$ cat src/rtl/fp_to_pcm16.sv
// fp_to_pcm16
// Converts one IEEE-754 single-precision sample in [-1.0, 1.0) into a signed
// 16-bit PCM word. The mantissa is shifted right one bit per cycle, so a
// conversion takes 11..26 cycles on the normal path. Special values (NaN,
// out-of-range, tiny, zero) resolve in a single cycle.
//
// Optional feature macro: FP2PCM_ROUND_EN
//   defined   : round-half-up on magnitude (symmetric about zero)
//   undefined : truncate toward zero
//
// Ports
//   clk        in   1   clock, posedge
//   reset      in   1   synchronous, active-high reset
//   in_data    in  32   float sample {sign, exp[7:0], mant[22:0]}
//   in_valid   in   1   in_data valid
//   in_ready   out  1   block accepts input (IDLE only)
//   out_data   out 16   signed two's-complement PCM sample
//   out_valid  out  1   out_data valid, held until accepted
//   out_ready  in   1   downstream accepts out_data
module fp_to_pcm16 (
  input  logic        clk,
  input  logic        reset,
  input  logic [31:0] in_data,
  input  logic        in_valid,
  output logic        in_ready,
  output logic [15:0] out_data,
  output logic        out_valid,
  input  logic        out_ready
);

  typedef enum logic [1:0] {
    IDLE  = 2'd0,
    SHIFT = 2'd1,
    ROUND = 2'd2,
    HOLD  = 2'd3
  } state_t;

`ifdef FP2PCM_ROUND_EN
  localparam logic ROUND_EN = 1'b1;
`else
  localparam logic ROUND_EN = 1'b0;
`endif

  state_t      state_r, state_n;
  logic [23:0] mag_r, mag_n;
  logic        r_r, r_n;
  logic [4:0]  cnt_r, cnt_n;
  logic        sign_r, sign_n;
  logic [15:0] out_data_r, out_data_n;
  logic        out_valid_r;
  logic        in_ready_r;

  logic        sign_s;
  logic [7:0]  exp_s;
  logic [22:0] mant_s;
  logic        rnd_s;
  logic [16:0] sum_s;
  logic [15:0] result_s;

  assign sign_s = in_data[31];
  assign exp_s  = in_data[30:23];
  assign mant_s = in_data[22:0];

  // Rounded magnitude and its signed, clamped PCM encoding.
  always_comb begin
    rnd_s    = r_r & ROUND_EN;
    sum_s    = {1'b0, mag_r[15:0]} + {16'd0, rnd_s};
    result_s = 16'h0000;
    if (sign_r == 1'b0) begin
      // +32768 is not representable; clamp to full-scale positive.
      if (sum_s == 17'd32768) begin
        result_s = 16'h7FFF;
      end else begin
        result_s = sum_s[15:0];
      end
    end else begin
      // Two's-complement negate; 32768 maps to 16'h8000 and 0 stays 0.
      result_s = (~sum_s[15:0]) + 16'd1;
    end
  end

  // Next-state and datapath update for the conversion FSM.
  always_comb begin
    state_n    = state_r;
    mag_n      = mag_r;
    r_n        = r_r;
    cnt_n      = cnt_r;
    sign_n     = sign_r;
    out_data_n = out_data_r;
    case (state_r)
      IDLE: begin
        if (in_valid == 1'b1) begin
          sign_n  = sign_s;
          state_n = HOLD;
          if ((exp_s == 8'd255) && (mant_s != 23'd0)) begin
            out_data_n = 16'h0000;
          end else if (exp_s >= 8'd127) begin
            out_data_n = sign_s ? 16'h8000 : 16'h7FFF;
          end else if (exp_s < 8'd111) begin
            out_data_n = 16'h0000;
          end else begin
            mag_n   = {1'b1, mant_s};
            r_n     = 1'b0;
            // 135 - e fits in 9..24 here; 135 mod 32 = 7, so 5-bit math suffices.
            cnt_n   = 5'd7 - exp_s[4:0];
            state_n = SHIFT;
          end
        end else begin
          state_n = IDLE;
        end
      end
      SHIFT: begin
        r_n   = mag_r[0];
        mag_n = {1'b0, mag_r[23:1]};
        cnt_n = cnt_r - 5'd1;
        if (cnt_r == 5'd1) begin
          state_n = ROUND;
        end else begin
          state_n = SHIFT;
        end
      end
      ROUND: begin
        out_data_n = result_s;
        state_n    = HOLD;
      end
      HOLD: begin
        if (out_ready == 1'b1) begin
          state_n = IDLE;
        end else begin
          state_n = HOLD;
        end
      end
      default: begin
        state_n = IDLE;
      end
    endcase
  end

  // State and datapath registers; handshake flags track the next state.
  always_ff @(posedge clk) begin
    if (reset) begin
      state_r     <= IDLE;
      mag_r       <= 24'd0;
      r_r         <= 1'b0;
      cnt_r       <= 5'd0;
      sign_r      <= 1'b0;
      out_data_r  <= 16'h0000;
      out_valid_r <= 1'b0;
      in_ready_r  <= 1'b1;
    end else begin
      state_r     <= state_n;
      mag_r       <= mag_n;
      r_r         <= r_n;
      cnt_r       <= cnt_n;
      sign_r      <= sign_n;
      out_data_r  <= out_data_n;
      out_valid_r <= (state_n == HOLD);
      in_ready_r  <= (state_n == IDLE);
    end
  end

  assign in_ready  = in_ready_r;
  assign out_valid = out_valid_r;
  assign out_data  = out_data_r;

endmodule

$ cat config.mk
export PLATFORM = sky130hd
export DESIGN_NAME = fp_to_pcm16
export DESIGN_NICKNAME = d
export VERILOG_FILES = /design/src/rtl/fp_to_pcm16.sv
export SDC_FILE = /design/constraint.sdc
export NUM_CORES = 1
export LEC_CHECK = 0
export ABC_AREA = 1
export BUFFER_PORTS_ARGS = -buffer_cell sky130_fd_sc_hd__buf_2
export CORE_MARGIN = 10
export CORE_UTILIZATION = 55
export CTS_CLUSTER_DIAMETER = 80
export DETAILED_ROUTE_END_ITERATION = 12
export HOLD_SLACK_MARGIN = 0.05
export PLACE_DENSITY = 0.79
export SLEW_MARGIN = 20
export SYNTH_ARGS = -nofsm -noshare
export SYNTH_HDL_FRONTEND = slang
export SYNTH_SLANG_ARGS = --single-unit
$ cat constraint.sdc
create_clock -name clk -period 2.5 [get_ports clk]
set_input_delay 0.375 -clock clk [delete_from_list [all_inputs] [get_ports clk]]
set_output_delay 0.375 -clock clk [all_outputs]
set_load 0.03 [all_outputs]
==> run summary, run 1 <==
The overall power came out at 2.32 mW. The residual DRC count is 0. The post-route netlist has 16.5% of its cells at a drive strength greater than 1. The worst setup path is captured at a flop. In this run the count of I/O pins placed on the die edge is 54.

The core region area came out at 5510 µm². The cell area after technology mapping is 3110 µm². sky130_fd_sc_hd__nand2_1 is the most common cell in the netlist. The number of buffer cells added on primary ports is 53. The placement-stage cell area is 3380 µm².

The worst setup path is launched from a flop. The largest buffer count on any clock path is 2. In the final design database the tool counted roughly 590 nets. The most used flip-flop cell after synthesis is sky130_fd_sc_hd__dfxtp_1.

Measured in cells, the most critical reg-to-reg path has a length of 10. The count of TritonRoute iterations in the first routing pass is 4. The run finished with clean final reports. The register area share after synthesis came out at 32.2%.

The worst path arrival time is around 2.1 ns. Counting tap cells, the placed design contains a total of 612 instances. In this run, distinct cell masters in the synthesized netlist total 29. The die covers about 9100 µm². After the flow finishes, the layout carries non-filler instances totaling 618. The post-CTS clock slew at the launch and capture registers of the worst setup and hold paths came out at 0.09 ns. Once the clock tree was built, the resizer swapped 0 gates to a different size.

The worst register-to-register path has a setup slack of approximately 0.68 ns. Max-cap violations in this run came to 0. The net count after synthesis is approximately 540.

The instance count along the most critical hold path is 3. The worst hold path startpoint is in_data[9]. The number of buffers inserted during clock tree synthesis is 5. The setup violation total in the final timing report is 0.

The worst-margin pin slew is 0.428 ns. The antenna diode count came out at 0. The all-layer global routing usage came out at around a fifth.

After synthesis the netlist holds a flip-flop and latch count of 50. The per-instance average area after synthesis came out at 6.18 µm². TritonCTS built the clock tree. The initialized floorplan defines 27 standard-cell rows. The sum of net half-perimeters after detailed placement is 6350 µm.

The final critical path takes up 72.9% of the cycle. The number of global-route vias before repair came out at around 3100. The initial antenna violation count is 0. The number of buffers inserted to repair setup after CTS came out at 0. The number of max-slew violations in the final report came to 0.

The post-route clock skew came out at 0.00826 ns. The proportion of synthesized flip-flops having asynchronous set or reset is 0%. The shortest clock period the worst path allows after layout came out at 1.82 ns. The critical path start-end classification is flop to flop. For this block, the via count after detailed routing is 3267. Dividing total power by cell area gives a power density of 672 nW/µm². The final weighted congestion in routability-driven placement is 0.940. The count of endpoints failing hold in the final timing report is 0. The worst path required time came out at 2.75 ns. The global-route wire length before repair came out at 14100 µm. The die is 95.2 µm wide. The cell accounting for the most synthesized area is sky130_fd_sc_hd__dfxtp_1. CTS built an H-tree with a depth of 2. The path with the worst hold slack has its endpoint at mag_r[9]$_SDFFE_PP0P_. The final layout contains routed wiring with a total length of 8370 µm. Counting flops with a built-in enable in the synthesized netlist gives 0. The tightest min-delay check is of the input pin to flop type. The number of standard cells after synthesis is between 500 and 600. The largest fanout of any net on the critical path came out at 14. Timing would allow up to 549 MHz. Entering global routing, the biggest net connects 39 pins. In this run the static leakage power is 1.69 nW. The clock sink count came out at 50.

The die height is 95.2 µm. The post-route setup TNS is 0 ns. In this run the tightest slew margin relative to its limit is 71.4%. The worst flop-to-flop path endpoint is out_data[7]$_SDFFE_PP0P_. The startpoint of the worst register-to-register path is mag_r[1]$_SDFFE_PP0P_. The commonest cells after synthesis are 136 x sky130_fd_sc_hd__nand2_1, 74 x sky130_fd_sc_hd__nor2_1, 59 x sky130_fd_sc_hd__nand3_1, 50 x sky130_fd_sc_hd__dfxtp_1, 49 x sky130_fd_sc_hd__a21oi_1. The via density per instance is 5.29. After the first detailed-routing iteration, the DRC count stood at about 200. The remaining global-route overflow is 0. Setup repair after global routing left no endpoint under its margin. The initial core utilization came out at 56.4%. By area the synthesized netlist is led by sky130_fd_sc_hd__dfxtp_1 32%, sky130_fd_sc_hd__nand2_1 16%, sky130_fd_sc_hd__nand3_1 9.5%, sky130_fd_sc_hd__nor2_1 8.9%, sky130_fd_sc_hd__a21oi_1 7.9%. The clock insertion delay at the later pin of the skew report came out at 0.30 ns. The average wire per cell in the routed design came out at 13.5 µm. The area growth from synthesis to layout is 11.4%.

The top-area cell type share of the netlist area came out at between 30% and 40%. The clock root buffer is sky130_fd_sc_hd__clkbuf_8. The maximum VDD drop is ~0.00038 V. The post-detailed-route count of antenna-violating nets came out at 0. The summed area of non-filler cells in the final layout is between 3000 and 4000 µm².

For this run, the number of Yosys warnings is 0. The number of buffers inserted by hold repair at cts is 0.
-- layout make-up --
class                           instances  area, µm²
Inverter                               49        184
Timing Repair Buffer                   61        325
Tap cell                               72       90.1
Multi-Input combinational cell        380       1780
Clock buffer                            6       82.6
Sequential cell                        50       1000
Fill cell                             548       2050
-- metal layers --
metal | vias to the layer above | global-route usage (%) | wire length (µm)
met2 | 74 | 31.9 | 4050
met4 | 0 | 5.99 | 152
li1 | 1682 | - | -
met5 | - | 0 | 0
met1 | 1496 | 22.6 | 3720
met3 | 15 | 5.03 | 455
-- state kept, by name, summed over array words and instances, names as in the netlist --
name and count:
cnt_r 5, state_r 2, mag_r 24, out_valid 1, in_ready 1, out_data 16
sign_r 1
-- placed cells by master, fill, tap and decap left out, types with 4 or more instances in the layout --
cell type / instances
sky130_fd_sc_hd__o21ai_0: 24
sky130_fd_sc_hd__nand2_1: 136
sky130_fd_sc_hd__o21ai_1: 4
sky130_fd_sc_hd__inv_2: 4
sky130_fd_sc_hd__a21oi_1: 49
sky130_fd_sc_hd__dfxtp_1: 50
sky130_fd_sc_hd__buf_2: 53
sky130_fd_sc_hd__nor2_4: 5
sky130_fd_sc_hd__clkbuf_8: 6
sky130_fd_sc_hd__nor2_1: 74
sky130_fd_sc_hd__xor2_1: 4
sky130_fd_sc_hd__buf_4: 8
sky130_fd_sc_hd__nand3_1: 59
sky130_fd_sc_hd__inv_1: 45
-- logic make-up after synthesis --
| family | count (synthesis) | share of synthesized area, % |
|---|---|---|
| AO/OA/AOI/OAI | 81 | 13.3 |
| XOR/XNOR | 4 | 1.13 |
| adder cells (fa/ha/maj) | 3 | 1.21 |
| buffers and inverters | 73 | 10.6 |
| flip-flops | 50 | 32.2 |
| multiplexers | 1 | 0.322 |
| AND/OR/NAND/NOR | 291 | 41.2 |
-- metrics by stage --
stage	hold slack, ns	worst slack (ns)	util [%]
2_1_floorplan	0.461	1.03	-
4_1_cts	0.356	0.686	62.8
3_5_place_dp	0.475	0.666	61.3
3_3_place_gp	0.470	0.770	61.3
5_1_grt	0.367	0.496	62.8
6_report	0.358	0.678	62.8
-- how the worst max path moves through the flow --
stage / slack [ns] / from / depth (start not counted) / to
CTS: 0.69 / mag_r[1]$_SDFFE_PP0P_ / 10 / out_data[7]$_SDFFE_PP0P_
global route: 0.50 / mag_r[1]$_SDFFE_PP0P_ / 10 / out_data[7]$_SDFFE_PP0P_
floorplan: 1.03 / in_data[28] / 8 / cnt_r[0]$_SDFFE_PP0P_
detailed placement: 0.67 / in_data[28] / 9 / cnt_r[0]$_SDFFE_PP0P_
global placement: 0.77 / in_data[28] / 9 / mag_r[15]$_SDFFE_PP0P_
finish: 0.68 / mag_r[1]$_SDFFE_PP0P_ / 10 / out_data[7]$_SDFFE_PP0P_
-- power breakdown --
group | switching [mW] | internal (mW) | leakage, nW
combinational | 0.606 | 0.291 | 1.23
clock | 0.258 | 0.214 | 0.0431
sequential | 0.0648 | 0.891 | 0.410
-- worst max-delay path: stages, from the launching register on --
cell,delay [ns]
sky130_fd_sc_hd__dfxtp_1,0.33
sky130_fd_sc_hd__inv_1,0.10
sky130_fd_sc_hd__ha_1,0.22
sky130_fd_sc_hd__nand3_2,0.14
sky130_fd_sc_hd__nor2_4,0.19
sky130_fd_sc_hd__nand4_2,0.32
sky130_fd_sc_hd__nand3_1,0.22
sky130_fd_sc_hd__nand2_1,0.07
sky130_fd_sc_hd__nand3_1,0.07
sky130_fd_sc_hd__nand2_1,0.06
sky130_fd_sc_hd__inv_1,0.05
(Power assumes the default switching activity.)
==> run 2: changes to the inputs <==
--- a/config.mk
+++ b/config.mk
@@ -5,14 +5,14 @@
 export SDC_FILE = /design/constraint.sdc
 export NUM_CORES = 1
 export LEC_CHECK = 0
-export ABC_AREA = 1
+export ABC_AREA = 0
 export BUFFER_PORTS_ARGS = -buffer_cell sky130_fd_sc_hd__buf_2
 export CORE_MARGIN = 10
 export CORE_UTILIZATION = 55
 export CTS_CLUSTER_DIAMETER = 80
 export DETAILED_ROUTE_END_ITERATION = 12
 export HOLD_SLACK_MARGIN = 0.05
-export PLACE_DENSITY = 0.79
+export PLACE_DENSITY = 0.8
 export SLEW_MARGIN = 20
 export SYNTH_ARGS = -nofsm -noshare
 export SYNTH_HDL_FRONTEND = slang
==> constraint.sdc (replaced) <==
create_clock -name clk -period 1.8 [get_ports clk]
set_input_delay 0.27 -clock clk [delete_from_list [all_inputs] [get_ports clk]]
set_output_delay 0.27 -clock clk [all_outputs]
set_load 0.03 [all_outputs]
==> run 2 against run 1 <==
  * Critical path depth down 4
  * Via count fell by 17%
  * The run now ends with setup timing left
  * Combinational power rose by 6.2%
  * Area after synthesis shrank 15%
  * Cell count is 27% lower
  * Largest power group unchanged
  * Total power grew 24%
  * Clock skew shrank 0.0021 ns
  * Sequential share of layout area is 0.24 points lower
  * Worst hold slack got worse by 0.12 ns
  * Highest routed layer unchanged
  * Critical path type unchanged
  * Sequential power rose by 32%
==> run summary, run 2 <==
Commonest cells after routing, fill and taps aside: 56 x sky130_fd_sc_hd__buf_4, 53 x sky130_fd_sc_hd__buf_2, 46 x sky130_fd_sc_hd__dfxtp_1, 32 x sky130_fd_sc_hd__nor2_1, 20 x sky130_fd_sc_hd__o2bb2ai_1 (was 136 x sky130_fd_sc_hd__nand2_1, 74 x sky130_fd_sc_hd__nor2_1, 59 x sky130_fd_sc_hd__nand3_1, 53 x sky130_fd_sc_hd__buf_2, 50 x sky130_fd_sc_hd__dfxtp_1). The shortest clock period the worst path allows after layout is 2.08 ns (was 1.82 ns). The peak per-stage delay on the critical path came to 0.56 ns (was 0.33 ns). The filler cell count came to 353 (was 548). The post-layout worst setup margin was -0.282 ns (was 0.678 ns). The post-CTS clock slew at the launch and capture registers of the worst setup and hold paths is 0.10 ns (was 0.09 ns). The clock insertion delay at the later pin of the skew report came out at 0.30 ns (about the same). The die height is 89.2 µm (was 95.2 µm). The number of standard cells after synthesis is 300 (was 503). The achievable clock frequency came out at 480 MHz (was 549 MHz). Top post-synthesis cells by area: sky130_fd_sc_hd__dfxtp_1 38%, sky130_fd_sc_hd__o2bb2ai_1 6.6%, sky130_fd_sc_hd__a22oi_1 5.4%, sky130_fd_sc_hd__nor2_1 4.7%, sky130_fd_sc_hd__xnor2_1 3.3% (was sky130_fd_sc_hd__dfxtp_1 32%, sky130_fd_sc_hd__nand2_1 16%, sky130_fd_sc_hd__nand3_1 9.5%, sky130_fd_sc_hd__nor2_1 8.9%, sky130_fd_sc_hd__a21oi_1 7.9%). The max-slew headroom at the worst pin is 70.0% (was 71.4%). The critical path start-end classification was flop to flop (unchanged).

The checks that failed: setup timing. The nature of the critical path startpoint is a flop (unchanged). The count of flip-flops with a built-in enable after synthesis was 0 (unchanged). The core region area came out at 4690 µm² (was 5510 µm²). The width of the die came out at 89.2 µm (was 95.2 µm). The fraction of layout cells with a size suffix above 1 was 37.4% (was 16.5%). The average wire per cell in the routed design is 16.5 µm (was 13.5 µm). In this design, the critical path's most frequently occurring cell is sky130_fd_sc_hd__or4_4.

The remaining global-route overflow came out at 0 (unchanged). Ordered cell list for the critical path: or4_4, or4_4, o21ai_2, xnor2_1, o211ai_1, a311oi_1 (was inv_1, ha_1, nand3_2, nor2_4, nand4_2, nand3_1, nand2_1, nand3_1, nand2_1, inv_1). The count of endpoints failing hold in the final timing report is 0 (unchanged). The placement-stage cell area came out at 3360 µm² (was 3380 µm²).

The reg2reg setup slack is -0.28 ns (was 0.68 ns). The pin count of the biggest net entering global routing was 29 (was 39). The Yosys warning count is 0 (unchanged). The power density over cell area is 824 nW/µm² (was 672 nW/µm²).

The number of synthesized register bits came out at 50 (unchanged). The clock sink count is 50 (unchanged). The routed wire length came out at 7400 µm (was 8370 µm).

The setup violation total in the final timing report is 16 (was 0). The critical path capture point type is a flop (unchanged). The per-instance average area after synthesis is 8.78 µm² (was 6.18 µm²).

The area growth from synthesis to layout is 33.0% (was 11.4%). The number of standard-cell rows in the floorplan came out at 25 (was 27). The count of distinct cell types in the synthesized netlist is 54 (was 29). The most common cell after layout, fill and taps aside is sky130_fd_sc_hd__buf_4 (was sky130_fd_sc_hd__nand2_1).

The flip-flop count of the largest register, all copies and words added came out at 24 (unchanged). The number of buffer cells added on primary ports is 53 (unchanged). The largest fanout of any net on the critical path is 3 (was 14). The number of buffers inserted during clock tree synthesis came out at 5 (unchanged). The number of violations of the max-capacitance limit is 0 (unchanged). The final weighted congestion in routability-driven placement is 0.866 (was 0.940). The cell leakage power is 1.41 nW (was 1.69 nW). The post-route clock skew came out at 0.00619 ns (was 0.00826 ns). The top-area cell type share of the netlist area is 38.0% (was 32.2%). The number of max-slew violations in the final report is 0 (unchanged). The largest buffer count on any clock path is 2 (unchanged).

The most frequent cell after synthesis is sky130_fd_sc_hd__dfxtp_1 (was sky130_fd_sc_hd__nand2_1). The dominant register cell in the synthesized netlist is sky130_fd_sc_hd__dfxtp_1 (unchanged). The number of buffer and inverter instances along the worst setup path is 0 (was 2). The most flop-heavy register is mag_r (unchanged). The number of nets in the finished design came out at 434 (was 586). The number of global-route vias before repair came to 2757 (was 3132). Top cells by instance count after synthesis: 50 x sky130_fd_sc_hd__dfxtp_1, 33 x sky130_fd_sc_hd__nor2_1, 20 x sky130_fd_sc_hd__o2bb2ai_1, 19 x sky130_fd_sc_hd__a22oi_1, 18 x sky130_fd_sc_hd__clkbuf_1 (was 136 x sky130_fd_sc_hd__nand2_1, 74 x sky130_fd_sc_hd__nor2_1, 59 x sky130_fd_sc_hd__nand3_1, 50 x sky130_fd_sc_hd__dfxtp_1, 49 x sky130_fd_sc_hd__a21oi_1). The classification of the worst-slack hold path is input pin to flop (unchanged). The post-route fraction of the period consumed by the critical path came out at 116% (was 72.9%). The die footprint is 7960 µm² (was 9050 µm²).

The count of TritonRoute iterations in the first routing pass is 5 (was 4). The register area share after synthesis came out at 38.0% (was 32.2%). The number of buffers inserted by hold repair at cts is 0 (unchanged). The antenna diode count is 0 (unchanged). The cell accounting for the most synthesized area is sky130_fd_sc_hd__dfxtp_1 (unchanged). The sum of net half-perimeters after detailed placement came out at 5620 µm (was 6350 µm). The clock tree from TritonCTS is done (unchanged). The worst path arrival time came out at 2.30 ns (was 2.07 ns). The number of buffers inserted to repair setup after CTS is 0 (unchanged).

The post-detailed-route count of antenna-violating nets came out at 0 (unchanged). The via density per instance is 6.03 (was 5.29). Unrepaired setup endpoints after global routing: true (was false). The initial antenna violation count came out at 0 (unchanged). The clock root buffer is sky130_fd_sc_hd__clkbuf_8 (unchanged). The summed area of non-filler cells in the final layout came out at 3510 µm² (was 3460 µm²). The number of DRC markers in iteration 0 came to 164 (was 198). The net count after synthesis is 339 (was 542). The global-route wire length before repair was 12500 µm (was 14100 µm). The maximum VDD drop came out at 0.000409 V (was 0.000377 V). The total via count after detailed routing came out at 2712 (was 3267). The dominant delay contributor by cell family on the critical path is simple AND/OR/NAND/NOR gates (unchanged).

The residual DRC count is 0 (unchanged). The initial core utilization came out at 56.2% (was 56.4%). The H-tree depth came out at 2 (unchanged). The cell area after technology mapping is 2640 µm² (was 3110 µm²). Result of the run: finished, violations left (was complete, no violations).

The worst-margin pin slew is 0.450 ns (was 0.428 ns). The worst path required time is 2.02 ns (was 2.75 ns). The worst slack after detailed placement is -0.348 ns (was 0.666 ns). The proportion of synthesized flip-flops having asynchronous set or reset came out at 0% (unchanged). The slowest cell on the critical path is sky130_fd_sc_hd__or4_4 (was sky130_fd_sc_hd__dfxtp_1).

The number of top-level pins came out at 54 (unchanged). The all-layer global routing usage is 19.4% (was 18.8%).
[run 2: changes by cell type in the layout (fill, tap and decap cells not counted), sizes merged, moves of 6 or more]
cell	change
nand3	-57
buf	+51
a22oi	+19
nand2	-133
inv	-41
nor3	+6
nor2	-49
mux2i	+7
o2bb2ai	+20
a211oi	+16
xnor2	+10
a21oi	-39
[run 2: cell type report]
cell class	instances	area [µm²]	area share, %
sequential	50	1010	28.7
tap	54	67.6	1.93
inverter	7	26.3	0.749
clock inverter	2	17.5	0.500
multi-input combinational	219	1580	45.0
clock buffer	6	72.6	2.07
timing repair buffer	112	737	21.0
[run 2: worst register-to-register path: cells and delay by family (launching register included)]
family,cells,cell delay (ns)
AOI/OAI and AO/OA,3,0.55
xor gates and xnor gates,1,0.13
DFF,1,0.33
and+or+nand+nor,2,0.99
[run 2: final timing paths]
kind | start | to | cells past startpoint
worst max register to register | mag_r[11]$_SDFFE_PP0P_ | out_data[15]$_SDFFE_PP0P_ | 6
worst min-delay path | in_data[31] | sign_r$_SDFFE_PP0P_ | 3
worst min register to register | mag_r[16]$_SDFFE_PP0P_ | mag_r[16]$_SDFFE_PP0P_ | 1
worst max-delay path | mag_r[11]$_SDFFE_PP0P_ | out_data[15]$_SDFFE_PP0P_ | 6
[run 2: cells by family after synthesis]
| kind of cell | count (synthesis) | share of synthesized area, % |
|---|---|---|
| and+or+nand+nor | 82 | 17.0 |
| xor gates and xnor gates | 11 | 3.66 |
| muxes | 8 | 3.04 |
| DFF | 50 | 38.0 |
| AOI/OAI and AO/OA | 115 | 32.1 |
| adders and majority gates | 3 | 1.42 |
| buffers and inverters | 31 | 4.80 |
[run 2: per-layer routing]
layer	wire length [µm]	GRT usage, %	share of wire (%)	vias up
met5	0	0	0	-
met4	114	6.79	1.5	0
met3	440	4.83	5.9	12
met2	3650	32.3	49	92
met1	3200	23.8	43	1270
li1	-	-	-	1338
[run 2: through the flow]
stage	power (mW)	std cells	TNS, ns	util [%]	hold WS (ns)
floorplan	1.86	300	-2.58	-	0.418
global placement	2.17	442	-4.30	71.7	0.444
detailed placement	2.21	442	-4.76	71.7	0.447
CTS	2.88	450	-3.75	73.9	0.237
global route	3.06	450	-4.86	74.7	0.266
finish	2.89	450	-3.44	74.7	0.237
[run 2: timing repair]
item | in CTS | in global routing
endpoints found under the setup margin | 16 | 16
pin swaps | 1 | 5
resized for setup | 3 | 9
[run 2: where the power goes]
group          internal (mW)  leakage (nW)  switching [mW]
combinational          0.402         0.952           0.551
sequential              1.20         0.412          0.0578
clock                  0.283        0.0458           0.393
total                   1.89          1.41            1.00
==> run 3: changes to the inputs <==
--- a/config.mk
+++ b/config.mk
@@ -12,7 +12,7 @@
 export CTS_CLUSTER_DIAMETER = 80
 export DETAILED_ROUTE_END_ITERATION = 12
 export HOLD_SLACK_MARGIN = 0.05
-export PLACE_DENSITY = 0.8
+export PLACE_DENSITY_LB_ADDON = 0.25
 export SLEW_MARGIN = 20
 export SYNTH_ARGS = -nofsm -noshare
 export SYNTH_HDL_FRONTEND = slang
==> run 3 against run 2 <==
  * The flow still finishes with violations (setup timing)
  * Utilization rose by 1.4 points
  * Cell count rose by 0.89%
  * Flip-flop and latch count did not move
  * Register-to-register slack got worse by 0.07 ns
  * Sequential share of layout area fell by 0.53 points
  * Critical path type unchanged
==> run summary, run 3 (same netlist as run 2, synthesis figures left out) <==
The post-detailed-route count of antenna-violating nets is 0 (unchanged). The via density per instance came out at 5.96 (was 6.03). The die height is 89.2 µm (unchanged). The initial antenna violation count came out at 0 (unchanged).

Result of the run: finished, violations left (unchanged). The final weighted congestion in routability-driven placement was 0.919 (was 0.866). The post-route setup TNS was -4.18 ns (was -3.44 ns).

The number of max-slew violations in the final report came out at 0 (unchanged). The destination of the worst hold path was sign_r$_SDFFE_PP0P_ (unchanged). The largest fanout of any net on the critical path came out at 5 (was 3).

The total instance count after detailed placement came out at 443 (was 442). The number of buffer cells added on primary ports is 53 (unchanged). The met2 layer usage reported by global route is 32.9% (was 32.3%). The sum of net half-perimeters after detailed placement came out at 5520 µm (was 5620 µm). The post-route fraction of the period consumed by the critical path was 120% (was 116%). The largest buffer count on any clock path came out at 2 (unchanged).

The number of violations of the max-capacitance limit came out at 0 (unchanged). The setup violation total in the final timing report is 16 (unchanged). The number of buffers inserted by hold repair at cts came out at 0 (unchanged). The worst path arrival time is 2.39 ns (was 2.30 ns). The width of the die is 89.2 µm (unchanged).

The remaining global-route overflow is 0 (unchanged). The critical path start-end classification was flop to flop (unchanged). The clock sink count came out at 50 (unchanged).

The critical path capture point type is a flop (unchanged). The fraction of layout cells with a size suffix above 1 is 39.0% (was 37.4%). The number of DRC markers in iteration 0 is 156 (was 164). The summed area of non-filler cells in the final layout was 3570 µm² (was 3510 µm²). The number of global-route vias before repair was 2561 (was 2757). The number of nets in the finished design came out at 438 (was 434). The clock root buffer is sky130_fd_sc_hd__clkbuf_8 (unchanged). The post-CTS clock slew at the launch and capture registers of the worst setup and hold paths came out at 0.09 ns (was 0.10 ns).

Violated checks: setup timing (unchanged). The worst hold path startpoint is in_data[31] (unchanged). The residual DRC count is 0 (unchanged). The total via count after detailed routing came to 2707 (was 2712). Commonest cells after routing, fill and taps aside: 57 x sky130_fd_sc_hd__buf_4, 53 x sky130_fd_sc_hd__buf_2, 46 x sky130_fd_sc_hd__dfxtp_1, 32 x sky130_fd_sc_hd__nor2_1, 20 x sky130_fd_sc_hd__o2bb2ai_1 (was 56 x sky130_fd_sc_hd__buf_4, 53 x sky130_fd_sc_hd__buf_2, 46 x sky130_fd_sc_hd__dfxtp_1, 32 x sky130_fd_sc_hd__nor2_1, 20 x sky130_fd_sc_hd__o2bb2ai_1). The post-layout worst setup margin came out at -0.355 ns (was -0.282 ns). The classification of the worst-slack hold path is input pin to flop (unchanged). The met1 layer usage reported by global route is 23.8% (about the same). The reg2reg setup slack is -0.36 ns (was -0.28 ns). The most flop-heavy register is mag_r (unchanged).

The post-route clock skew is 0.00445 ns (was 0.00619 ns). The global-route wire length before repair is 12200 µm (was 12500 µm). The filler cell count is 343 (was 353). The worst-margin pin slew came out at 0.485 ns (was 0.450 ns). The number of standard-cell rows in the floorplan came out at 25 (unchanged). The clock tree from TritonCTS was done (unchanged). The number of buffers inserted during clock tree synthesis is 5 (unchanged). The power density over cell area was 820 nW/µm² (was 824 nW/µm²). The initial core utilization is 56.2% (unchanged). The pin count of the biggest net entering global routing is 29 (unchanged). The number of top-level pins came out at 54 (unchanged).

The beginning of the critical path is mag_r[9]$_SDFFE_PP0P_ (was mag_r[11]$_SDFFE_PP0P_). The achievable clock frequency is 464 MHz (was 480 MHz). The area growth from synthesis to layout is 35.6% (was 33.0%). The cell leakage power came out at 1.44 nW (was 1.41 nW). The flip-flop count of the largest register, all copies and words added is 24 (unchanged). The worst slack after detailed placement came out at -0.377 ns (was -0.348 ns). The shortest clock period the worst path allows after layout is 2.16 ns (was 2.08 ns). The instance count along the most critical hold path came out at 3 (unchanged).

The average wire per cell in the routed design came to 16.6 µm (was 16.5 µm). The die footprint was 7960 µm² (unchanged). Unrepaired setup endpoints after global routing: true (unchanged). The startpoint of the worst register-to-register path is mag_r[9]$_SDFFE_PP0P_ (was mag_r[11]$_SDFFE_PP0P_). The core region area came out at 4690 µm² (unchanged). The logic depth of the worst register-to-register path came out at 7 (was 6).

The all-layer global routing usage is 19.3% (was 19.4%). The busiest layer in global routing is met2 (unchanged). The worst flop-to-flop path endpoint was out_data[2]$_SDFFE_PP0P_ (was out_data[15]$_SDFFE_PP0P_).

The placement-stage cell area was 3380 µm² (was 3360 µm²). The H-tree depth came out at 2 (unchanged). The global routing usage on met3 came to 3.92% (was 4.83%). The max-slew headroom at the worst pin is 67.6% (was 70.0%). The maximum VDD drop was 0.000499 V (was 0.000409 V).

The final cell count without fillers came out at 454 (was 450). The clock insertion delay at the later pin of the skew report is 0.31 ns (was 0.30 ns). The count of TritonRoute iterations in the first routing pass is 5 (unchanged). The antenna diode count came out at 0 (unchanged). The most common cell after layout, fill and taps aside was sky130_fd_sc_hd__buf_4 (unchanged). The worst path required time came out at 2.03 ns (was 2.02 ns).

The routed wire length came out at 7530 µm (was 7400 µm). The nature of the critical path startpoint is a flop (unchanged). The count of endpoints failing hold in the final timing report came out at 0 (unchanged).
run 3: changes by cell type in the layout (fill, tap and decap cells not counted):
cell | before | now
sky130_fd_sc_hd__buf_12 | 2 | 3
sky130_fd_sc_hd__buf_4 | 56 | 57
sky130_fd_sc_hd__buf_6 | 1 | 3
sky130_fd_sc_hd__clkbuf_8 | 5 | 6
sky130_fd_sc_hd__clkinv_2 | 0 | 1
sky130_fd_sc_hd__clkinv_4 | 1 | 0
sky130_fd_sc_hd__inv_6 | 1 | 0
sky130_fd_sc_hd__o21ai_1 | 11 | 7
sky130_fd_sc_hd__o21ai_2 | 4 | 8
run 3: critical path: stages (launching register included):
cell and delay [ns]:
sky130_fd_sc_hd__dfxtp_2 0.34, sky130_fd_sc_hd__or4_4 0.57, sky130_fd_sc_hd__nor4_4 0.30, sky130_fd_sc_hd__nand2_2 0.13
sky130_fd_sc_hd__nor3b_4 0.31, sky130_fd_sc_hd__buf_4 0.18, sky130_fd_sc_hd__o21ai_2 0.05, sky130_fd_sc_hd__a211oi_2 0.18
run 3: metrics by stage:
step	utilization, %	power, mW	hold slack [ns]
final	76.1	2.93	0.255
after global routing	76.1	3.09	0.256
after CTS	75.1	2.93	0.245
after detailed placement	72.1	2.21	0.449
after global placement	72.1	2.19	0.445
after floorplan	-	1.86	0.418
run 3: power breakdown:
group | switching (mW) | leakage, nW | internal [mW]
Clock | 0.373 | 0.0482 | 0.311
Combinational | 0.554 | 0.980 | 0.422
Sequential | 0.0651 | 0.412 | 1.20
run 3: worst max-delay path by stage:
stage                                            to  slack, ns  cells past startpoint
after floorplan           out_data[15]$_SDFFE_PP0P_      -0.27                      7
after CTS                 out_data[15]$_SDFFE_PP0P_      -0.31                      6
after detailed placement  out_data[13]$_SDFFE_PP0P_      -0.38                      6
after global placement    out_data[13]$_SDFFE_PP0P_      -0.31                      6
after global routing      out_data[13]$_SDFFE_PP0P_      -0.48                      8
final                      out_data[2]$_SDFFE_PP0P_      -0.36                      7
run 3: layout make-up:
type / count / area (µm²) / area share (%)
Multi-Input combinational cell: 219 / 1590 / 44.6
Sequential cell: 50 / 1010 / 28.2
Timing Repair Buffer: 116 / 787 / 22.0
Clock buffer: 7 / 86.3 / 2.42
Tap cell: 54 / 67.6 / 1.89
Inverter: 7 / 26.3 / 0.736
Clock inverter: 1 / 5.00 / 0.140
run 3: layer usage:
| metal | wire (µm) | part of all wire, % | vias up |
|---|---|---|---|
| met5 | 0 | 0 | - |
| met4 | 124 | 1.6 | 0 |
| met3 | 417 | 5.5 | 10 |
| met2 | 3660 | 49 | 76 |
| met1 | 3330 | 44 | 1285 |
| li1 | - | - | 1336 |
run 3: repair_timing:
action | 4_1_cts | 5_1_grt
resized for setup | 9 | 9
setup buffers | 1 | 2
endpoints found under the setup margin | 16 | 16
pin swaps | 10 | 7
